--- src/rtl/mc_array_driver.sv ---
// Row-level write / read sequencer for the 64x64 memristor crossbar macro.
// Optional write-verify readback is built when MC_DRV_VERIFY_EN is defined.
module mc_array_driver #(
   parameter int SETUP_CYC = 2,
   parameter int PULSE_CYC = 4,
   parameter int EVAL_CYC  = 2
) (
   input  logic        clk_i,
   input  logic        rst_i,
   input  logic        req_valid_i,
   output logic        req_ready_o,
   input  logic        req_we_i,
   input  logic [5:0]  req_row_i,
   input  logic [63:0] req_mask_i,
   input  logic [63:0] req_wdata_i,
   input  logic [63:0] req_din_i,
   input  logic [63:0] req_dinb_i,
   output logic        rsp_valid_o,
   input  logic        rsp_ready_i,
   output logic [63:0] rsp_rdata_o,
   output logic [63:0] rsp_err_o,
   output logic [31:0] cwle_o,
   output logic [31:0] cwlo_o,
   output logic [63:0] cblen_o,
   output logic [63:0] cbl_o,
   output logic [63:0] csl_o,
   output logic [63:0] din_o,
   output logic [63:0] dinb_o,
   input  logic [63:0] dout_i
);

   // state      | meaning
   // IDLE       | ready for a request, all macro lines low
   // WL_SETUP   | word line up, columns quiet
   // W_DRIVE    | cbl/csl set for current phase, cblen low
   // W_PULSE    | cblen = mask, cbl/csl held
   // W_HOLD     | cblen low, cbl/csl held
   // R_ARM      | din/dinb driven, csl = mask
   // R_EVAL     | csl low, DOUT captured on the last cycle
   // RELEASE    | every macro line low
   // RESP       | response held until rsp_ready_i
   typedef enum logic [3:0] {
      ST_IDLE, ST_WL_SETUP, ST_W_DRIVE, ST_W_PULSE, ST_W_HOLD,
      ST_R_ARM, ST_R_EVAL, ST_RELEASE, ST_RESP
   } state_e;

   localparam int MAX_CYC = (SETUP_CYC > PULSE_CYC)
                          ? ((SETUP_CYC > EVAL_CYC) ? SETUP_CYC : EVAL_CYC)
                          : ((PULSE_CYC > EVAL_CYC) ? PULSE_CYC : EVAL_CYC);
   localparam int CW = $clog2(MAX_CYC + 1);

   state_e        state_q, state_d;
   logic [CW-1:0] cnt_q, cnt_d;
   logic          phase_q, phase_d;
   logic          verify_q, verify_d;
   logic          op_we_q, op_we_d;
   logic [5:0]    op_row_q, op_row_d;
   logic [63:0]   op_mask_q, op_mask_d;
   logic [63:0]   op_wdata_q, op_wdata_d;
   logic [63:0]   op_din_q, op_din_d;
   logic [63:0]   op_dinb_q, op_dinb_d;

   logic          req_ready_q, req_ready_d;
   logic          rsp_valid_q, rsp_valid_d;
   logic [63:0]   rsp_rdata_q, rsp_rdata_d;
   logic [63:0]   rsp_err_q, rsp_err_d;
   logic [31:0]   cwle_q, cwle_d, cwlo_q, cwlo_d;
   logic [63:0]   cblen_q, cblen_d, cbl_q, cbl_d, csl_q, csl_d;
   logic [63:0]   din_q, din_d, dinb_q, dinb_d;
   logic          wl_on;
   logic          eval_last;

   always_ff @(posedge clk_i or posedge rst_i) begin
      if (rst_i) begin
         state_q    <= ST_IDLE;
         cnt_q      <= '0;
         phase_q    <= 1'b0;
         verify_q   <= 1'b0;
         op_we_q    <= 1'b0;
         op_row_q   <= '0;
         op_mask_q  <= '0;
         op_wdata_q <= '0;
         op_din_q   <= '0;
         op_dinb_q  <= '0;
      end else begin
         state_q    <= state_d;
         cnt_q      <= cnt_d;
         phase_q    <= phase_d;
         verify_q   <= verify_d;
         op_we_q    <= op_we_d;
         op_row_q   <= op_row_d;
         op_mask_q  <= op_mask_d;
         op_wdata_q <= op_wdata_d;
         op_din_q   <= op_din_d;
         op_dinb_q  <= op_dinb_d;
      end
   end

   always_comb begin
      state_d    = state_q;
      cnt_d      = cnt_q;
      phase_d    = phase_q;
      verify_d   = verify_q;
      op_we_d    = op_we_q;
      op_row_d   = op_row_q;
      op_mask_d  = op_mask_q;
      op_wdata_d = op_wdata_q;
      op_din_d   = op_din_q;
      op_dinb_d  = op_dinb_q;
      case (state_q)
         ST_IDLE: if (req_valid_i) begin
            state_d    = ST_WL_SETUP;
            cnt_d      = CW'(SETUP_CYC - 1);
            phase_d    = 1'b0;
            verify_d   = 1'b0;
            op_we_d    = req_we_i;
            op_row_d   = req_row_i;
            op_mask_d  = req_mask_i;
            op_wdata_d = req_wdata_i;
            op_din_d   = req_din_i;
            op_dinb_d  = req_dinb_i;
         end
         ST_WL_SETUP: begin
            if (cnt_q == '0) state_d = op_we_q ? ST_W_DRIVE : ST_R_ARM;
            else             cnt_d   = cnt_q - CW'(1);
         end
         ST_W_DRIVE: begin
            state_d = ST_W_PULSE;
            cnt_d   = CW'(PULSE_CYC - 1);
         end
         ST_W_PULSE: begin
            if (cnt_q == '0) state_d = ST_W_HOLD;
            else             cnt_d   = cnt_q - CW'(1);
         end
         ST_W_HOLD: begin
            if (!phase_q) begin
               state_d = ST_W_DRIVE;
               phase_d = 1'b1;
            end else begin
`ifdef MC_DRV_VERIFY_EN
               // readback reuses the word line already raised for the write
               state_d  = ST_R_ARM;
               verify_d = 1'b1;
`else
               state_d  = ST_RELEASE;
`endif
            end
         end
         ST_R_ARM: begin
            state_d = ST_R_EVAL;
            cnt_d   = CW'(EVAL_CYC - 1);
         end
         ST_R_EVAL: begin
            if (cnt_q == '0) state_d = ST_RELEASE;
            else             cnt_d   = cnt_q - CW'(1);
         end
         ST_RELEASE: state_d = ST_RESP;
         ST_RESP:    if (rsp_ready_i) state_d = ST_IDLE;
         default:    state_d = ST_IDLE;
      endcase
   end

   // Outputs are decoded from the next state so every pin comes straight off a flop.
   always_comb begin
      req_ready_d = (state_d == ST_IDLE);
      rsp_valid_d = (state_d == ST_RESP);
      rsp_rdata_d = rsp_rdata_q;
      rsp_err_d   = rsp_err_q;
      cwle_d      = '0;
      cwlo_d      = '0;
      cblen_d     = '0;
      cbl_d       = '0;
      csl_d       = '0;
      din_d       = '0;
      dinb_d      = '0;
      wl_on       = state_d inside {ST_WL_SETUP, ST_W_DRIVE, ST_W_PULSE, ST_W_HOLD,
                                    ST_R_ARM, ST_R_EVAL};
      eval_last   = (state_q == ST_R_EVAL) && (cnt_q == '0);
      if (wl_on) begin
         if (op_row_d[0]) cwle_d = 32'h1 << op_row_d[5:1];
         else             cwlo_d = 32'h1 << op_row_d[5:1];
      end
      case (state_d)
         ST_W_DRIVE, ST_W_PULSE, ST_W_HOLD: begin
            cbl_d = ~op_wdata_d & op_mask_d;
            csl_d = phase_d ? (~op_wdata_d & op_mask_d) : (op_wdata_d & op_mask_d);
            if (state_d == ST_W_PULSE) cblen_d = op_mask_d;
         end
         ST_R_ARM, ST_R_EVAL: begin
            din_d  = verify_d ? '1 : op_din_d;
            dinb_d = verify_d ? '0 : op_dinb_d;
            if (state_d == ST_R_ARM) csl_d = op_mask_d;
         end
         default: ;
      endcase
      if (eval_last) begin
`ifdef MC_DRV_VERIFY_EN
         rsp_rdata_d = verify_q ? (~dout_i & op_mask_q) : (dout_i & op_mask_q);
         rsp_err_d   = verify_q ? ((~dout_i ^ op_wdata_q) & op_mask_q) : '0;
`else
         rsp_rdata_d = dout_i & op_mask_q;
         rsp_err_d   = '0;
`endif
      end
      if (state_d == ST_IDLE) begin
         rsp_rdata_d = '0;
         rsp_err_d   = '0;
      end
   end

   always_ff @(posedge clk_i or posedge rst_i) begin
      if (rst_i) begin
         req_ready_q <= 1'b1;
         rsp_valid_q <= 1'b0;
         rsp_rdata_q <= '0;
         rsp_err_q   <= '0;
         cwle_q      <= '0;
         cwlo_q      <= '0;
         cblen_q     <= '0;
         cbl_q       <= '0;
         csl_q       <= '0;
         din_q       <= '0;
         dinb_q      <= '0;
      end else begin
         req_ready_q <= req_ready_d;
         rsp_valid_q <= rsp_valid_d;
         rsp_rdata_q <= rsp_rdata_d;
         rsp_err_q   <= rsp_err_d;
         cwle_q      <= cwle_d;
         cwlo_q      <= cwlo_d;
         cblen_q     <= cblen_d;
         cbl_q       <= cbl_d;
         csl_q       <= csl_d;
         din_q       <= din_d;
         dinb_q      <= dinb_d;
      end
   end

   assign req_ready_o = req_ready_q;
   assign rsp_valid_o = rsp_valid_q;
   assign rsp_rdata_o = rsp_rdata_q;
   assign rsp_err_o   = rsp_err_q;
   assign cwle_o      = cwle_q;
   assign cwlo_o      = cwlo_q;
   assign cblen_o     = cblen_q;
   assign cbl_o       = cbl_q;
   assign csl_o       = csl_q;
   assign din_o       = din_q;
   assign dinb_o      = dinb_q;

endmodule

--- config.mk ---
export PLATFORM = sky130hd
export DESIGN_NAME = mc_array_driver
export DESIGN_NICKNAME = d
export VERILOG_FILES = /design/src/rtl/mc_array_driver.sv
export SDC_FILE = /design/constraint.sdc
export NUM_CORES = 1
export LEC_CHECK = 0
export BUFFER_PORTS_ARGS = -buffer_cell sky130_fd_sc_hd__buf_2
export CORE_AREA = 5 5 322 324
export DETAILED_ROUTE_END_ITERATION = 7
export DIE_AREA = 0 0 327 329
export SLEW_MARGIN = 20
export SYNTH_ARGS = -nofsm -noshare
export SYNTH_HDL_FRONTEND = slang
export SYNTH_SLANG_ARGS = --single-unit
--- constraint.sdc ---
create_clock -name clk_i -period 64 [get_ports clk_i]
set_clock_uncertainty 0.05 [all_clocks]
set_input_delay 19.2 -clock clk_i [delete_from_list [all_inputs] [get_ports clk_i]]
set_output_delay 19.2 -clock clk_i [all_outputs]
set_load 0.02 [all_outputs]
== After elaboration in Yosys (flattened, before gate mapping) ==
Index checks and enable logic that the tools add are counted.

* Output and inout port bits: 514
* Logic and storage cells: 99
* Flip-flop bits (word level): 786
* Bits of input ports: 331

* Add/subtract/negate cells: 1
* Reduce and logical (&&, ||, !) cells: 12
* Shift operators: 1
* Equal/unequal tests: 17
* Bitwise operators: 4
* Multiplexer cells: 43

{| class="wikitable"
|+ Operators by type and width
! operator !! number
|-
| $mux 64 || 21
|-
| $and 64x64->64 || 3
|-
| $mux 32 || 4
|-
| $pmux 64 s2 || 1
|-
| $not 64->64 || 1
|-
| $pmux 4 s9 || 1
|-
| $shl 1x5->32 const A || 1
|-
| $eq 4x3->1 const B || 7
|-
| $mux 4 || 5
|-
| $eq 4x2->1 const B || 4
|-
| $mux 3 || 4
|-
| $mux 6 || 2
|-
| $pmux 3 s4 || 1
|-
| $eq 4x1->1 const B || 2
|-
| $eq 4x4->1 const B || 2
|-
| $logic_not 4->1 || 2
|-
| $reduce_bool 6->1 || 1
|-
| $reduce_or 3->1 || 2
|-
| $ne 2x2->1 const B || 2
|-
| $reduce_bool 4->1 || 1
|-
| $logic_not 3->1 || 1
|-
| $mux 1 || 3
|-
| $reduce_and 3->1 || 1
|-
| $sub 3x1->3 const B || 1
|-
| other kinds (5) || 5
|}

== Logic depth before layout (Yosys ltp) ==
Gate-level depths: netlist of run 1.

* Depth in word-level cells: 6
* Mapped depth: 10
* Mapped depth without buffers: 7

== Worst setup path before layout of run 1 ==
OpenSTA, ideal clock, no wires.

* Path kind: input to register
* Start point: input req_valid_i
* End point: register cwle_q[12] (netlist: cwle_o[12])
* Setup slack: 43.194 ns
* Arrival: 20.613 ns
* Cell stages on the path: 6
* Setup time: 0.143 ns
* Path buffers: 1
* Required time: 63.807 ns
* Path through: mux2_2 -> a32oi_1 -> o311ai_2 -> a221oi_4 -> buf_6 -> nor3_1

* Cells in the longest elaborated chain, start to end: 5
* Elaborated cells between the ends (all ways): 14
* Those cells by class: eq/ne: 6; shift: 1; mux: 6; reduce/logical: 1

{| class="wikitable"
|+ RTL lines
! item !! line !! text
|-
| start: declaration || 10 || <nowiki>input logic req_valid_i,</nowiki>
|-
| $mux 4 or $mux 6 (tied branches) || 111 || <nowiki>ST_IDLE: if (req_valid_i) begin</nowiki>
|-
| $pmux 4 s9 or $mux 6 (tied branches) || 110 || <nowiki>case (state_q)</nowiki>
|-
| $eq 4x1->1 (tied with other cells) || 176 || <nowiki>wl_on = state_d inside {ST_WL_SETUP, ST_W_DRIVE, ST_W_PULSE, ST_W_HOLD,</nowiki>
|-
| $reduce_bool 6->1 or $mux 32 (tied branches) || 176, 180 ||
|-
| $mux 32 (*) || 179 || <nowiki>if (wl_on) begin</nowiki>
|-
| named net cwle_d[12] || 67 || <nowiki>logic [31:0] cwle_q, cwle_d, cwlo_q, cwlo_d;</nowiki>
|-
| end signal: assignment || 229 || <nowiki>cwle_q <= cwle_d;</nowiki>
|-
| end: declaration || 67 ||
|}

Mark *: on every way through the listed nets, which the timed path passes. The rest lies on a longest branch.
A chain may end at the register's enable or synchronous reset.

== Worst setup path after layout of run 1 ==
* Start point: input req_valid_i
* End point: register cbl_q[28] (netlist: cbl_o[28])

* Cells in the longest elaborated chain, start to end: 5
* Elaborated cells between the ends (all ways): 13
* Those cells by class: eq/ne: 3; mux: 7; bitwise: 2; reduce/logical: 1

{| class="wikitable"
|+ RTL lines
! item !! line !! text
|-
| $mux 4 or $mux 64 (tied branches) || 111 ||
|-
| $pmux 4 s9 or $mux 64 (tied branches) || 110 ||
|-
| $eq 4x2->1 (tied with other cells) || 183 || <nowiki>case (state_d)</nowiki>
|-
| $reduce_or 3->1 or $and 64x64->64 (tied branches) || 183, 185 ||
|-
| $mux 64 (*) || 183 ||
|-
| named net cbl_d[28] || 68 || <nowiki>logic [63:0] cblen_q, cblen_d, cbl_q, cbl_d, csl_q, csl_d;</nowiki>
|-
| end signal: assignment || 232 || <nowiki>cbl_q <= cbl_d;</nowiki>
|-
| end: declaration || 68 ||
|}

Marked as above.

==> out/metrics.cfg, run 1 <==
[outcome]
status = complete, no violations

[timing]
maxSlewViolCount = 0
worstMarginPinSlew_ns = 1.025
setup_viol = 0
timing.hold.ws_ns = 0.4138
slew_headroom_pct = 29.74
finalSetupTns_ns = 0
finalCriticalPeriod_ns = 21.91
rsz0062_at_grt = false
hold_viol = 0
min_period_over_period_pct = 34.24
max_freq_ghz = 0.04563

[synth]
synth-simple-area-share_pct = 12.44
synthFlopType = dfrtp_1
yosys.area_share.adder_pct = 0.09271
synth-seq-cells = 722
synth_edf_count = 0
synth_compound_area_share_pct = 4.983
yosysTopAreaCellShare_pct = 66.84
yosys_warnings = 0
synthCells = 2267
synth.area.mux_share_pct = 8.302
yosys.area.top_type = dfrtp_1
synth.distinct_cells = 49
synth_area_leaders = dfrtp_1, mux2_2, nand2_1
synth_top_family_by_area = simple AND/OR/NAND/NOR gates
synth-seq-area-share_pct = 66.94
async_reset_ff_share_pct = 100.0
synth_xor_area_share_pct = 2.077
syn-cell-area_mm2 = 0.02699
avgSynthCellArea_um2 = 11.91

[power_and_ir_drop]
powerDensity_mw_per_mm2 = 50.75
p_sw_mw = 0.6899
peakVddDrop_mv = 0.02746
pwr-share-seq_pct = 37.6
swShare_pct = 39.08
p_clk_share_pct = 26.6
p_leak_nw = 17.93
p_comb_share_pct = 35.9
internal_power_mw = 1.075

[clocking]
cts_hold_buf = 0
cts.sinks = 722
clk_root_buffer_cell = clkbuf_16
cts_tree = built
clk_transition_reported_paths_ns = 0.06
postCtsSetupBuffers = 0
cts_resized = 0
cts_max_level = 3
clockBufferDepth = 3
cts_made_buffers = 81
clk_latency_ns = 0.63

[placement]
gp_congestion = 0.8690
port_buffers = 780
dp_cells = 4255
dp_hpwl_um = 65880
placed_area_mm2 = 0.03203

[route]
wire_per_inst_um = 20.87
topRoutingLayerUsed = met5
dr.pass1.iters = 5
first_iter_violations = 1147
wl_met1_um = 37230
drcViolationCount = 0
wl_met3_um = 7980
drtAntennaViolNets = 0
vias = 19580
wirelength_um = 92260
viasPerCell = 4.430
wl_met2_um = 43570

[critical_path]
cp-start-kind = input port
regToRegStartpoint = state_q[1]
path_max_fanout = 45
arrival_ns = 22.34
r2r.worst_path.cells = 6
crit_type = input port to register
worst-r2r-setup-slack_ns = 59.78
max_stage_delay_ns = 0.79
crit_top_cell = buf_4
path_buf_inv = 3
endpoint_kind = register
r2r-end = cbl_o[28]
cp_cell_sequence = buf_2, and3_4, buf_4, buf_4, mux2i_1, nor3_1
worst-endpoint-required_ns = 64.43
critPathTopFamily = buffers and inverters
worst_path_max_delay_cell = mux2i_1

[job]
drv_cap = 0

[floorplan]
placementRows = 117
placeableCoreArea_mm2 = 0.1009
dieArea_mm2 = 0.1076
start_util_pct = 26.76
ioPinCount = 845
dieWidth_um = 327
fp.dieH_um = 329

[grt]
antenna_found_initial = 21
grt_max_degree = 161
grt-ovfl-total = 0
grt_util_all_layers_pct = 16.56
grt_pass1_vias = 20120
grt_pass1_wl_um = 134000

[cells_and_area]
fin_nets = 3362
final_area_mm2 = 0.03478
drive_gt1_share_pct = 36.34
layout_commonest_cell = buf_2
syn_to_final_growth_pct = 28.86
final_cell_count_no_fill = 4420
final_cell_mix = buf_2, dfrtp_1, nand2_1

[min_path]
min_path_cells = 2
hold_start = op_dinb_q[38]
hold_end = op_dinb_q[38]
min_path_type = register to register

==> cell families after synthesis <==
kind of cell,Yosys count
xor gates and xnor gates,64
AOI/OAI and AO/OA,221
DFF,722
muxes,207
buffers and inverters,274
other,1
adders and majority gates,2
and+or+nand+nor,776
==> synth_stat cells (4+ instances only) <==
cell and instances:
buf_1 28, dfrtp_1 721, buf_2 42, nor2b_1 7, nand2_1 322, nor3_1 103, a31oi_1 4, buf_4 68
nor3b_1 4, mux2_2 135, nand2b_1 5, inv_1 77, buf_6 7, mux2i_1 72, nor2_1 204, nand3b_1 12
nor2_2 30, nand3_1 74, xor2_1 64, clkbuf_1 50, a21oi_1 135, a211oi_1 65
==> registers in the layout (all words and copies together) (netlist names) <==
signal / flops
cbl_o: 64
cblen_o: 64
cnt_q: 3
csl_o: 64
cwle_o: 32
cwlo_o: 32
din_o: 64
dinb_o: 64
op_din_q: 64
op_dinb_q: 64
op_mask_q: 64
op_row_q: 6
op_wdata_q: 64
op_we_q: 1
phase_q: 1
req_ready_o: 1
rsp_rdata_o: 64
rsp_valid_o: 1
state_q: 4
verify_q: 1
==> worst min-delay path, cell delays in order (launching register included) <==
cell,delay [ns]
dfrtp_1,0.32
nand2_1,0.06
nand2_1,0.06
==> metal layers <==
| layer | vias to the layer above | GRT usage [%] |
|---|---|---|
| met3 | 164 | 5.621 |
| li1 | 8903 | - |
| met4 | 6 | 6.701 |
| met2 | 736 | 26.82 |
| met5 | - | 0 |
| met1 | 9770 | 20.44 |
==> cell type report <==
cell class,count,area (um2)
Tap cell,1309,1638
Timing Repair Buffer,813,4188
Fill cell,10070,66080
Clock buffer,118,2379
Multi-Input combinational cell,1334,7843
Antenna cell,15,37.54
Sequential cell,722,18070
Inverter,77,296.5
Clock inverter,32,332.8
==> worst max-delay path by stage <==
| stage | slack (ns) | endpoint | start | cells past startpoint |
|---|---|---|---|---|
| 6_report | 42.09 | cbl_o[28] | req_valid_i | 6 |
| 5_1_grt | 41.74 | cblen_o[4] | rst_i | 5 |
| 4_1_cts | 42.03 | cbl_o[26] | req_valid_i | 6 |
| 3_5_place_dp | 41.33 | cbl_o[1] | rst_i | 5 |
| 3_3_place_gp | 41.36 | op_mask_q[47] | rst_i | 5 |
| 2_1_floorplan | 24.50 | cbl_o[0] | rst_i | 1 |
==> power groups by stage <==
stage	clock network (mW)	logic (mW)	registers, mW
3_5_place_dp	0	0.644	0.670
3_3_place_gp	0	0.631	0.670
2_1_floorplan	0	0.363	0.723
5_1_grt	0.501	0.696	0.678
4_1_cts	0.484	0.645	0.664
6_report	0.469	0.633	0.663
==> stage by stage <==
| step | setup WS (ns) | total power [mW] | util [%] |
|---|---|---|---|
| 3_5_place_dp | 41.33 | 1.314 | 31.76 |
| 3_3_place_gp | 41.36 | 1.301 | 31.73 |
| 4_1_cts | 42.03 | 1.793 | 34.44 |
| 2_1_floorplan | 24.50 | 1.087 | - |
| 5_1_grt | 41.74 | 1.874 | 34.47 |
| 6_report | 42.09 | 1.765 | 34.48 |
Power figures use the tool's default switching activity.
==> run 2, diff against run 1 <==
CORE_AREA = 5 5 323 325   (was 5 5 322 324)
DIE_AREA = 0 0 328 330   (was 0 0 327 329)
clock period = 19.45 ns   (was 64 ns; I/O delays follow)
==> run 2 against run 1 <==
Compared with the run above: non-clock buffer count shrank 4; first-iteration DRC count shrank 2.9%; die area is 0.61% higher; worst hold slack better by 0.0025 ns; clock-buffer cell count did not move; wire length grew 0.39%; setup slack worse by 31 ns; critical path type is now input port to async pin.
==> out/metrics.cfg, run 2 (same netlist as run 1, synthesis figures left out) <==
[critical_path]
cp-start-kind = input port
path_max_fanout = 148
endpoint_kind = async pin
path_buf_inv = 5
arrival_ns = 8.99
max_stage_delay_ns = 0.90
worst_path_max_delay_cell = buf_4
crit_top_cell = buf_4
cp_cell_sequence = buf_2, clkinvlp_4, buf_4, buf_12, buf_4
critPathTopFamily = buffers and inverters
worst-endpoint-required_ns = 20.00
crit_type = input port to async pin

[power_and_ir_drop]
powerDensity_mw_per_mm2 = 166.2
pwr-share-seq_pct = 37.6
p_comb_share_pct = 36.1
peakVddDrop_mv = 0.1002
p_clk_share_pct = 26.3
p_leak_nw = 17.86
internal_power_mw = 3.513
p_sw_mw = 2.265
swShare_pct = 39.21

[outcome]
status = complete, no violations

[placement]
dp_hpwl_um = 65400
port_buffers = 780
gp_congestion = 0.8588
dp_cells = 4310
dpl_worst_slack_ns = 10.15

[route]
wirelength_um = 92630
wire_per_inst_um = 20.75
vias = 19660
first_iter_violations = 1114
drcViolationCount = 0
drtAntennaViolNets = 0
dr.pass1.iters = 5
viasPerCell = 4.405

[min_path]
min_path_type = register to register

[timing]
min_period_over_period_pct = 43.39
maxSlewViolCount = 0
finalSetupTns_ns = 0
finalCriticalPeriod_ns = 8.439
slew_headroom_pct = 30.96
hold_viol = 0
layout_setup_ws_ns = 11.01
setup_viol = 0
rsz0062_at_grt = false
max_freq_ghz = 0.1185
worstMarginPinSlew_ns = 1.031

[clocking]
clk_transition_reported_paths_ns = 0.06
cts_resized = 0
cts_tree = built
cts.sinks = 722
cts_hold_buf = 0
cts_made_buffers = 79
clockBufferDepth = 3
clk_root_buffer_cell = clkbuf_16
postCtsSetupBuffers = 0
cts_max_level = 3
clk_latency_ns = 0.63

[cells_and_area]
layout_commonest_cell = buf_2
fin_nets = 3356
final_cell_count_no_fill = 4464
drive_gt1_share_pct = 35.89
syn_to_final_growth_pct = 28.76
final_cell_mix = buf_2, dfrtp_1, nand2_1

[grt]
grt_pass1_vias = 19970
grt_util_all_layers_pct = 16.52
grt-ovfl-total = 0
grt_max_degree = 149
grt_pass1_wl_um = 134300
antenna_found_initial = 32

[floorplan]
ioPinCount = 845
start_util_pct = 26.68
fp.dieH_um = 330
dieArea_mm2 = 0.1082
placementRows = 117
dieWidth_um = 328
placeableCoreArea_mm2 = 0.1012

[job]
drv_cap = 0

## run 2: changes by cell type in the layout (fill, tap and decap cells not counted), sizes merged
| cell | delta |
|---|---|
| bufinv | +1 |
| diode | -1 |
| buf | -4 |
| clkinvlp | +1 |
| inv | -1 |
| clkinv | -11 |
## run 2: routing by layer
layer | wire, um | vias up | global-route usage [%]
met5 | 104 | - | 0
met4 | 3126 | 16 | 5.871
met3 | 8818 | 192 | 5.911
met2 | 43700 | 769 | 26.70
met1 | 36880 | 9812 | 20.59
li1 | - | 8874 | -
## run 2: area by class of cell
| cell class | count | area [um2] |
|---|---|---|
| inverters | 77 | 292.8 |
| multi-input cells | 1334 | 7843 |
| clock buffers | 118 | 2295 |
| fillers | 10230 | 66400 |
| diodes | 14 | 35.03 |
| well taps | 1368 | 1712 |
| clock inverters | 22 | 344.1 |
| repair buffers | 809 | 4167 |
| flip-flops and latches | 722 | 18070 |
## run 2: power by group through the flow
stage / logic (mW) / registers [mW] / clock network, mW
after CTS: 2.12 / 2.18 / 1.57
after floorplan: 1.20 / 2.38 / 0
after detailed placement: 2.11 / 2.20 / 0
after global placement: 2.08 / 2.19 / 0
after global routing: 2.28 / 2.22 / 1.63
final: 2.09 / 2.17 / 1.52
## run 2: stage by stage
stage / power [mW] / area [um2] / hold WS [ns] / utilization [%]
floorplan: 3.577 / 27230 / 0.3894 / -
global placement: 4.274 / 32070 / 0.4004 / 31.71
detailed placement: 4.312 / 32070 / 0.4063 / 31.71
CTS: 5.865 / 34710 / 0.4204 / 34.32
global route: 6.133 / 34740 / 0.4349 / 34.34
finish: 5.778 / 34760 / 0.4164 / 34.36
## run 2: worst paths after layout
kind / start / end / slack (ns) / depth (start not counted)
worst max-delay path: rst_i / op_din_q[56] / 11.01 / 5
worst min-delay path: op_dinb_q[39] / op_dinb_q[39] / 0.42 / 2
worst max register to register: state_q[1] / csl_o[6] / 15.83 / 6
worst min register to register: op_dinb_q[39] / op_dinb_q[39] / 0.42 / 2
max in group clk_i: req_valid_i / csl_o[6] / 11.53 / 6
min in group asynchronous: rst_i / cbl_o[40] / 5.34 / 2
## run 2: worst register-to-register path, cell delays in order (launching register included)
cell and delay, ns:
dfrtp_1 0.52, nor2_1 0.47, and3_4 0.71, buf_4 0.80, mux2_2 0.56, xor2_1 0.14
a211oi_1 0.27
